### src/rtl/pc_unit_if.sv
// Sequencing-control bundle between the opcode decoder and the PC unit.
// Latency: n/a (wires only); the PC unit registers everything it drives.
// Backpressure: stall freezes the PC unit; there is no valid/ready pair.
// Ports (master = decoder side, slave = pc_unit):
//   controls  : stall, halt, stPC, absJmp, branch[2:0], Retl, storeFlags,
//               flags_in[3:0] {N,C,Z,V}, target[ADDR_W-1:0]
//   responses : pc, halted, flags, stack_ovf, stack_unf, flush
interface pc_unit_if #(
  parameter int ADDR_W = 16
);
  logic              stall;
  logic              halt;
  logic              stPC;
  logic              absJmp;
  logic [2:0]        branch;
  logic              Retl;
  logic              storeFlags;
  logic [3:0]        flags_in;
  logic [ADDR_W-1:0] target;
  logic [ADDR_W-1:0] pc;
  logic              halted;
  logic [3:0]        flags;
  logic              stack_ovf;
  logic              stack_unf;
  logic              flush;

  modport master (
    output stall, halt, stPC, absJmp, branch, Retl, storeFlags, flags_in, target,
    input  pc, halted, flags, stack_ovf, stack_unf, flush
  );

  modport slave (
    input  stall, halt, stPC, absJmp, branch, Retl, storeFlags, flags_in, target,
    output pc, halted, flags, stack_ovf, stack_unf, flush
  );
endinterface

### src/rtl/pc_unit.sv
// Program counter / fetch sequencer with flags register, return stack and RUN/HALTED FSM.
// Latency: one cycle; controls seen in cycle n appear on pc after edge n+1.
// Backpressure: stall=1 holds pc, flags, stack and state; flush reads 0 the cycle after a stall.
// Ports: clk, rst (async, active high); bus (pc_unit_if.slave) carrying decoder
//   controls in and pc/halted/flags/stack_ovf/stack_unf/flush out.
// Optional: define PC_FLUSH_EN to generate the one-cycle redirect pulse on flush;
//   otherwise flush is tied low.
module pc_unit #(
  parameter int          ADDR_W       = 16,
  parameter int          STACK_DEPTH  = 8,
  parameter int unsigned RESET_VECTOR = 0
) (
  input  logic     clk,
  input  logic     rst,
  pc_unit_if.slave bus
);
  localparam int IDX_W = $clog2(STACK_DEPTH);
  localparam int SP_W  = IDX_W + 1;
  localparam logic [SP_W-1:0]   SP_FULL = SP_W'(STACK_DEPTH);
  localparam logic [ADDR_W-1:0] RST_PC  = ADDR_W'(RESET_VECTOR);

  typedef enum logic {ST_RUN = 1'b0, ST_HALTED = 1'b1} state_t;

  state_t            state_q, state_d;
  logic [ADDR_W-1:0] pc_q, pc_d;
  logic [3:0]        flags_q, flags_d;
  logic [SP_W-1:0]   sp_q, sp_d;
  logic              ovf_q, ovf_d;
  logic              unf_q, unf_d;

  logic [ADDR_W-1:0] stack_q [STACK_DEPTH];
  logic              push_en;

  logic [ADDR_W-1:0] pc_inc;
  logic [ADDR_W-1:0] dest;
  logic [SP_W-1:0]   sp_m1;
  logic              take;
  logic              active;

  assign pc_inc = pc_q + ADDR_W'(1);
  // Relative jumps wrap modulo 2^ADDR_W; a negative offset is just its two's complement.
  assign dest   = bus.absJmp ? bus.target : (pc_q + bus.target);
  assign sp_m1  = sp_q - SP_W'(1);
  // An instruction only executes in RUN without stall; halt itself has no other effect.
  assign active = (state_q == ST_RUN) && !bus.stall && !bus.halt;

  // Condition uses the registered flags, so a same-cycle storeFlags is not visible.
  always_comb begin
    take = 1'b0;
    case (bus.branch)
      3'b000:  take = 1'b0;
      3'b001:  take = 1'b1;
      3'b010:  take = flags_q[1];
      3'b011:  take = !flags_q[1];
      3'b100:  take = flags_q[2];
      3'b101:  take = !flags_q[2];
      3'b110:  take = flags_q[3];
      3'b111:  take = flags_q[0];
      default: take = 1'b0;
    endcase
  end

  always_comb begin
    state_d = state_q;
    pc_d    = pc_q;
    flags_d = flags_q;
    sp_d    = sp_q;
    ovf_d   = ovf_q;
    unf_d   = unf_q;
    push_en = 1'b0;
    if (state_q == ST_RUN && !bus.stall && bus.halt) begin
      state_d = ST_HALTED;
    end else if (active) begin
      if (bus.storeFlags) flags_d = bus.flags_in;
      if (bus.Retl) begin
        // Return wins over a simultaneous call; no push happens.
        if (sp_q != '0) begin
          pc_d = stack_q[sp_m1[IDX_W-1:0]];
          sp_d = sp_m1;
        end else begin
          pc_d  = pc_inc;
          unf_d = 1'b1;
        end
      end else if (bus.stPC) begin
        pc_d = dest;
        // A full stack drops the return address but the call still jumps.
        if (sp_q != SP_FULL) begin
          push_en = 1'b1;
          sp_d    = sp_q + SP_W'(1);
        end else begin
          ovf_d = 1'b1;
        end
      end else if (take) begin
        pc_d = dest;
      end else begin
        pc_d = pc_inc;
      end
    end
  end

`ifdef PC_FLUSH_EN
  logic flush_q, flush_d;
  // Redirect = any load other than pc+1; an underflowed return falls through.
  always_comb begin
    flush_d = 1'b0;
    if (active) begin
      if (bus.Retl) flush_d = (sp_q != '0);
      else          flush_d = bus.stPC || take;
    end
  end
  assign bus.flush = flush_q;
`else
  assign bus.flush = 1'b0;
`endif

  always_ff @(posedge clk or posedge rst) begin
    if (rst) begin
      state_q <= ST_RUN;
      pc_q    <= RST_PC;
      flags_q <= '0;
      sp_q    <= '0;
      ovf_q   <= 1'b0;
      unf_q   <= 1'b0;
`ifdef PC_FLUSH_EN
      flush_q <= 1'b0;
`endif
    end else begin
      state_q <= state_d;
      pc_q    <= pc_d;
      flags_q <= flags_d;
      sp_q    <= sp_d;
      ovf_q   <= ovf_d;
      unf_q   <= unf_d;
`ifdef PC_FLUSH_EN
      flush_q <= flush_d;
`endif
    end
  end

  // Return-stack storage has no reset; only entries below sp are ever read.
  always_ff @(posedge clk) begin
    if (push_en) stack_q[sp_q[IDX_W-1:0]] <= pc_inc;
  end

  assign bus.pc        = pc_q;
  assign bus.halted    = (state_q == ST_HALTED);
  assign bus.flags     = flags_q;
  assign bus.stack_ovf = ovf_q;
  assign bus.stack_unf = unf_q;
endmodule

### src/flat_wrapper.sv
// flat-port wrapper written by rule: the top's interface ports become plain ports
module pc_unit_flat 
#(
  parameter int          ADDR_W       = 16,
  parameter int          STACK_DEPTH  = 8,
  parameter int unsigned RESET_VECTOR = 0
)
  (clk, rst, bus_stall, bus_halt, bus_stPC, bus_absJmp, bus_branch, bus_Retl, bus_storeFlags, bus_flags_in, bus_target, bus_pc, bus_halted, bus_flags, bus_stack_ovf, bus_stack_unf, bus_flush);
  pc_unit_if #(.ADDR_W(ADDR_W)) bus_i ();
  input  logic clk;
  input  logic rst;
  input wire logic [$bits(bus_i.stall)-1:0] bus_stall;
  input wire logic [$bits(bus_i.halt)-1:0] bus_halt;
  input wire logic [$bits(bus_i.stPC)-1:0] bus_stPC;
  input wire logic [$bits(bus_i.absJmp)-1:0] bus_absJmp;
  input wire logic [$bits(bus_i.branch)-1:0] bus_branch;
  input wire logic [$bits(bus_i.Retl)-1:0] bus_Retl;
  input wire logic [$bits(bus_i.storeFlags)-1:0] bus_storeFlags;
  input wire logic [$bits(bus_i.flags_in)-1:0] bus_flags_in;
  input wire logic [$bits(bus_i.target)-1:0] bus_target;
  output wire logic [$bits(bus_i.pc)-1:0] bus_pc;
  output wire logic [$bits(bus_i.halted)-1:0] bus_halted;
  output wire logic [$bits(bus_i.flags)-1:0] bus_flags;
  output wire logic [$bits(bus_i.stack_ovf)-1:0] bus_stack_ovf;
  output wire logic [$bits(bus_i.stack_unf)-1:0] bus_stack_unf;
  output wire logic [$bits(bus_i.flush)-1:0] bus_flush;
  assign bus_i.stall = bus_stall;
  assign bus_i.halt = bus_halt;
  assign bus_i.stPC = bus_stPC;
  assign bus_i.absJmp = bus_absJmp;
  assign bus_i.branch = bus_branch;
  assign bus_i.Retl = bus_Retl;
  assign bus_i.storeFlags = bus_storeFlags;
  assign bus_i.flags_in = bus_flags_in;
  assign bus_i.target = bus_target;
  assign bus_pc = bus_i.pc;
  assign bus_halted = bus_i.halted;
  assign bus_flags = bus_i.flags;
  assign bus_stack_ovf = bus_i.stack_ovf;
  assign bus_stack_unf = bus_i.stack_unf;
  assign bus_flush = bus_i.flush;
  pc_unit #(.ADDR_W(ADDR_W), .STACK_DEPTH(STACK_DEPTH), .RESET_VECTOR(RESET_VECTOR)) u_core (.clk(clk), .rst(rst), .bus(bus_i));
endmodule
### config.mk
export PLATFORM = sky130hd
export DESIGN_NAME = pc_unit_flat
export DESIGN_NICKNAME = d
export VERILOG_FILES = /design/src/rtl/pc_unit_if.sv /design/src/rtl/pc_unit.sv /design/src/flat_wrapper.sv
export SDC_FILE = /design/constraint.sdc
export NUM_CORES = 1
export LEC_CHECK = 0
export ABC_AREA = 1
export CAP_MARGIN = 40
export CORE_ASPECT_RATIO = 0.9
export CORE_UTILIZATION = 54
export DETAILED_ROUTE_END_ITERATION = 7
export MAX_ROUTING_LAYER = met4
export PLACE_DENSITY = 0.74
export SYNTH_ARGS = -nofsm -noshare
export SYNTH_HDL_FRONTEND = slang
export SYNTH_SLANG_ARGS = --single-unit
### constraint.sdc
create_clock -name clk -period 3.15 [get_ports clk]
set_clock_uncertainty 0.2 [all_clocks]
set_input_delay 0.63 -clock clk [delete_from_list [all_inputs] [get_ports clk]]
set_output_delay 0.63 -clock clk [all_outputs]
set_load 0.01 [all_outputs]
==> impl_metrics.py <==
metrics = {
    "pwr": {
        "power.ir.vdd_worst_mv": 0.421,
        "power_density_mw_per_mm2": 731,
        "leakagePower_uw": 0.00376,
    },
    "clock_tree": {
        "clk_transition_reported_paths_ps": 60,
        "tritoncts": "built",
        "htree_num_levels": 4,
        "tritoncts_num_sinks": 155,
        "cts_buffer_depth": 2,
        "insertion_delay_ps": 420,
        "post_cts_resize_count": 0,
        "holdBufCountCts": 0,
        "ctsRootBufferMaster": "clkbuf_16",
        "cts_buffers": 17,
        "cts_post_setup_buffers_inserted": 0,
    },
    "yosys": {
        "yosys.cell_types.count": 41,
        "synth_area_per_cell_um2": 9.24,
        "netlist_area_mm2": 0.00816,
        "ys_top_cells_by_area": "edfxtp_1 47%, dfrtp_1 8.3%, nand2_1 7.6%, nor2_1 7.1%, o21ai_0 4.4%",
        "synth.yosys.seq_area_share_pct": 55.4,
        "synth_compound_gate_area_share_pct": 11.3,
        "syn-num-nets": 933,
        "post_synth_and_or_nand_nor_area_fraction_pct": 21.2,
        "yosys.area_share.xor_xnor_pct": 2.35,
        "synth.yosys.warnings": 0,
        "synth_async_sr_flop_share_pct": 17.4,
        "synth_top_area_share_pct": 47.1,
        "ys.flop_type": "edfxtp_1",
        "synth_top_family_by_area": "simple AND/OR/NAND/NOR gates",
        "yosysTopAreaCell": "edfxtp_1",
        "post_synthesis_cell_count": 883,
        "synth-adder-area-share_pct": 3.01,
        "synth-seq-cells": 155,
        "post_synth_mux_area_share_pct": 0.414,
        "synth-edff-count": 128,
    },
    "global_route": {
        "first_pass_grt_wire_length_mm": 32.1,
        "grt_overflow": 0,
        "initial_antenna_violation_count": 0,
        "grt_max_degree": 68,
        "grtUsageTotal_pct": 27.9,
        "first_global_vias": 6108,
    },
    "route": {
        "vias_per_cell": 5.53,
        "wirelength_mm": 20.0,
        "drt-wirelength-per-cell_um": 17.4,
        "remaining_drc_errors": 0,
        "ant_nets": 0,
        "drc_marker_count_from_the_first_detailed_route_iteration": 622,
        "detail_route.first_pass.iterations": 5,
        "vias": 6378,
    },
    "finish": {
        "nets": 994,
        "mostFrequentLayoutCells": "165 x nand2_1, 155 x nor2_1, 128 x edfxtp_1, 73 x inv_1, 71 x o21ai_0",
        "drive_gt1_share_pct": 9.21,
        "antenna_cells_inserted": 0,
        "design_area_mm2": 0.00949,
        "area_growth_syn_to_fin_pct": 16.3,
        "layout_commonest_cell": "nand2_1",
    },
    "worst_setup_path": {
        "cp_top_family": "XOR/XNOR gates",
        "path_buf_inv": 2,
        "timing.critical_path.from_type": "register",
        "r2r_slack_ps": 410,
        "critical_path.cell_chain": "inv_1, ha_1, xnor2_4, inv_2, o211ai_1, nand3_1, o21ai_1, nor2_1, a21oi_1",
        "critPathKind": "reg2reg",
        "critical_path.slowest_cell": "xnor2_4",
        "crit_path_end_kind": "register",
        "crit_path_max_incr_delay_ps": 570,
        "critical_path_required_ps": 3290,
        "crit_fanout": 17,
        "timing.critical_path.arrival_ps": 2880,
    },
    "sta": {
        "hold_viol": 0,
        "fin_setup_tns_ps": 0,
        "fmaxAchievable_mhz": 365,
        "post-route-period-util_pct": 86.9,
        "timing.slew.headroom_pct": 40.5,
        "rsz_0062_raised_after_global_routing": "no",
        "final-max-slew-violation-count": 0,
        "setup_viol": 0,
        "final_period_minus_worst_setup_slack_ps": 2740,
        "worstMarginPinSlew_ps": 890,
    },
    "place": {
        "io_buffer_count": 53,
        "detailedPlacementHpwl_mm": 13.1,
        "postPlaceCellArea_mm2": 0.00896,
        "gp_congestion": 0.942,
    },
    "floorplanning": {
        "die_area_mm2": 0.0156,
        "core_region_area_mm2": 0.0147,
        "num_io_pins": 55,
        "die-height_um": 119,
        "floorplan.initialDensity_pct": 55.5,
        "fp-row-count": 42,
        "die-width_um": 132,
    },
    "flow_run": {
        "max_cap_viol_count": 0,
    },
    "min_path": {
        "hold_wc_path_type": "reg2reg",
    },
    "status": {
        "outcome": "finished, final reports clean",
    },
}
Yosys cell counts (4+ instances only):
cell type / number
buf_6: 4
o21ai_0: 71
dfrtp_1: 27
nand4_1: 5
xor2_1: 13
nand2_1: 165
a21oi_1: 40
edfxtp_1: 128
nor2_2: 5
ha_1: 18
buf_2: 12
nor3_1: 10
inv_1: 73
inv_2: 7
nor2_1: 155
o211ai_1: 26
o21ai_1: 8
clkbuf_1: 14
o221ai_1: 9
nand2_2: 4
buf_4: 7
nor2_4: 4
nand3_1: 51
state kept, by name, summed over array words and instances (netlist names):
signal / cells
u_core.sp_q: 4
u_core.bus.flags: 4
u_core.bus.stack_unf: 1
u_core.bus.stack_ovf: 1
u_core.bus.pc: 16
u_core.stack_q: 128
u_core.bus.halted: 1
power by group:
| group | switching, µW | internal, µW | leakage [µW] |
|---|---|---|---|
| clock | 783 | 1070 | 0.000253 |
| sequential | 150 | 2450 | 0.00146 |
| combinational | 1620 | 866 | 0.00205 |
| total | 2550 | 4390 | 0.00376 |
final cells by class:
class | instances | area, µm²
clock buffer | 19 | 433
clock inverter | 11 | 96.3
fill | 1211 | 5220
inverter | 80 | 300
multi-input combinational | 611 | 3140
sequential | 155 | 4520
tap | 198 | 248
timing repair buffer | 79 | 751
kinds of logic after synthesis:
family | after synthesis
adders and majority gates | 19
xor gates and xnor gates | 18
muxes | 3
DFF | 155
AOI/OAI and AO/OA | 161
and+or+nand+nor | 409
other | 1
buffers and inverters | 117
through the flow:
step / instances / setup slack, ps / util [%] / total power [µW] / hold WS [ps]
2_1_floorplan: 883 / 390 / - / 4290 / 313
3_3_place_gp: 1123 / 322 / 60.9 / 5020 / 257
3_5_place_dp: 1123 / 305 / 60.9 / 5070 / 261
4_1_cts: 1153 / 433 / 64.5 / 6930 / 278
5_1_grt: 1153 / 275 / 64.5 / 7340 / 292
6_report: 1153 / 411 / 64.5 / 6940 / 281
layer usage:
layer / global-route usage (%) / routed length, µm
met1: 37.2 / 8950
met4: 8.65 / 180
met5: - / 0
met3: 4.29 / 1360
met2: 44.1 / 9520
path summary, 6_finish.rpt:
check                                     start                   end  cells after the start
min                        u_core.bus.stack_unf  u_core.bus.stack_unf                      1
min in group asynchronous                   rst   u_core.bus.flags[2]                      3
max                              u_core.sp_q[1]     u_core.bus.pc[12]                      9
max in group asynchronous                   rst        u_core.sp_q[0]                      3
min reg2reg                u_core.bus.stack_unf  u_core.bus.stack_unf                      1
max reg2reg                      u_core.sp_q[1]     u_core.bus.pc[12]                      9
Note: power is estimated with default switching activity, not from simulation.
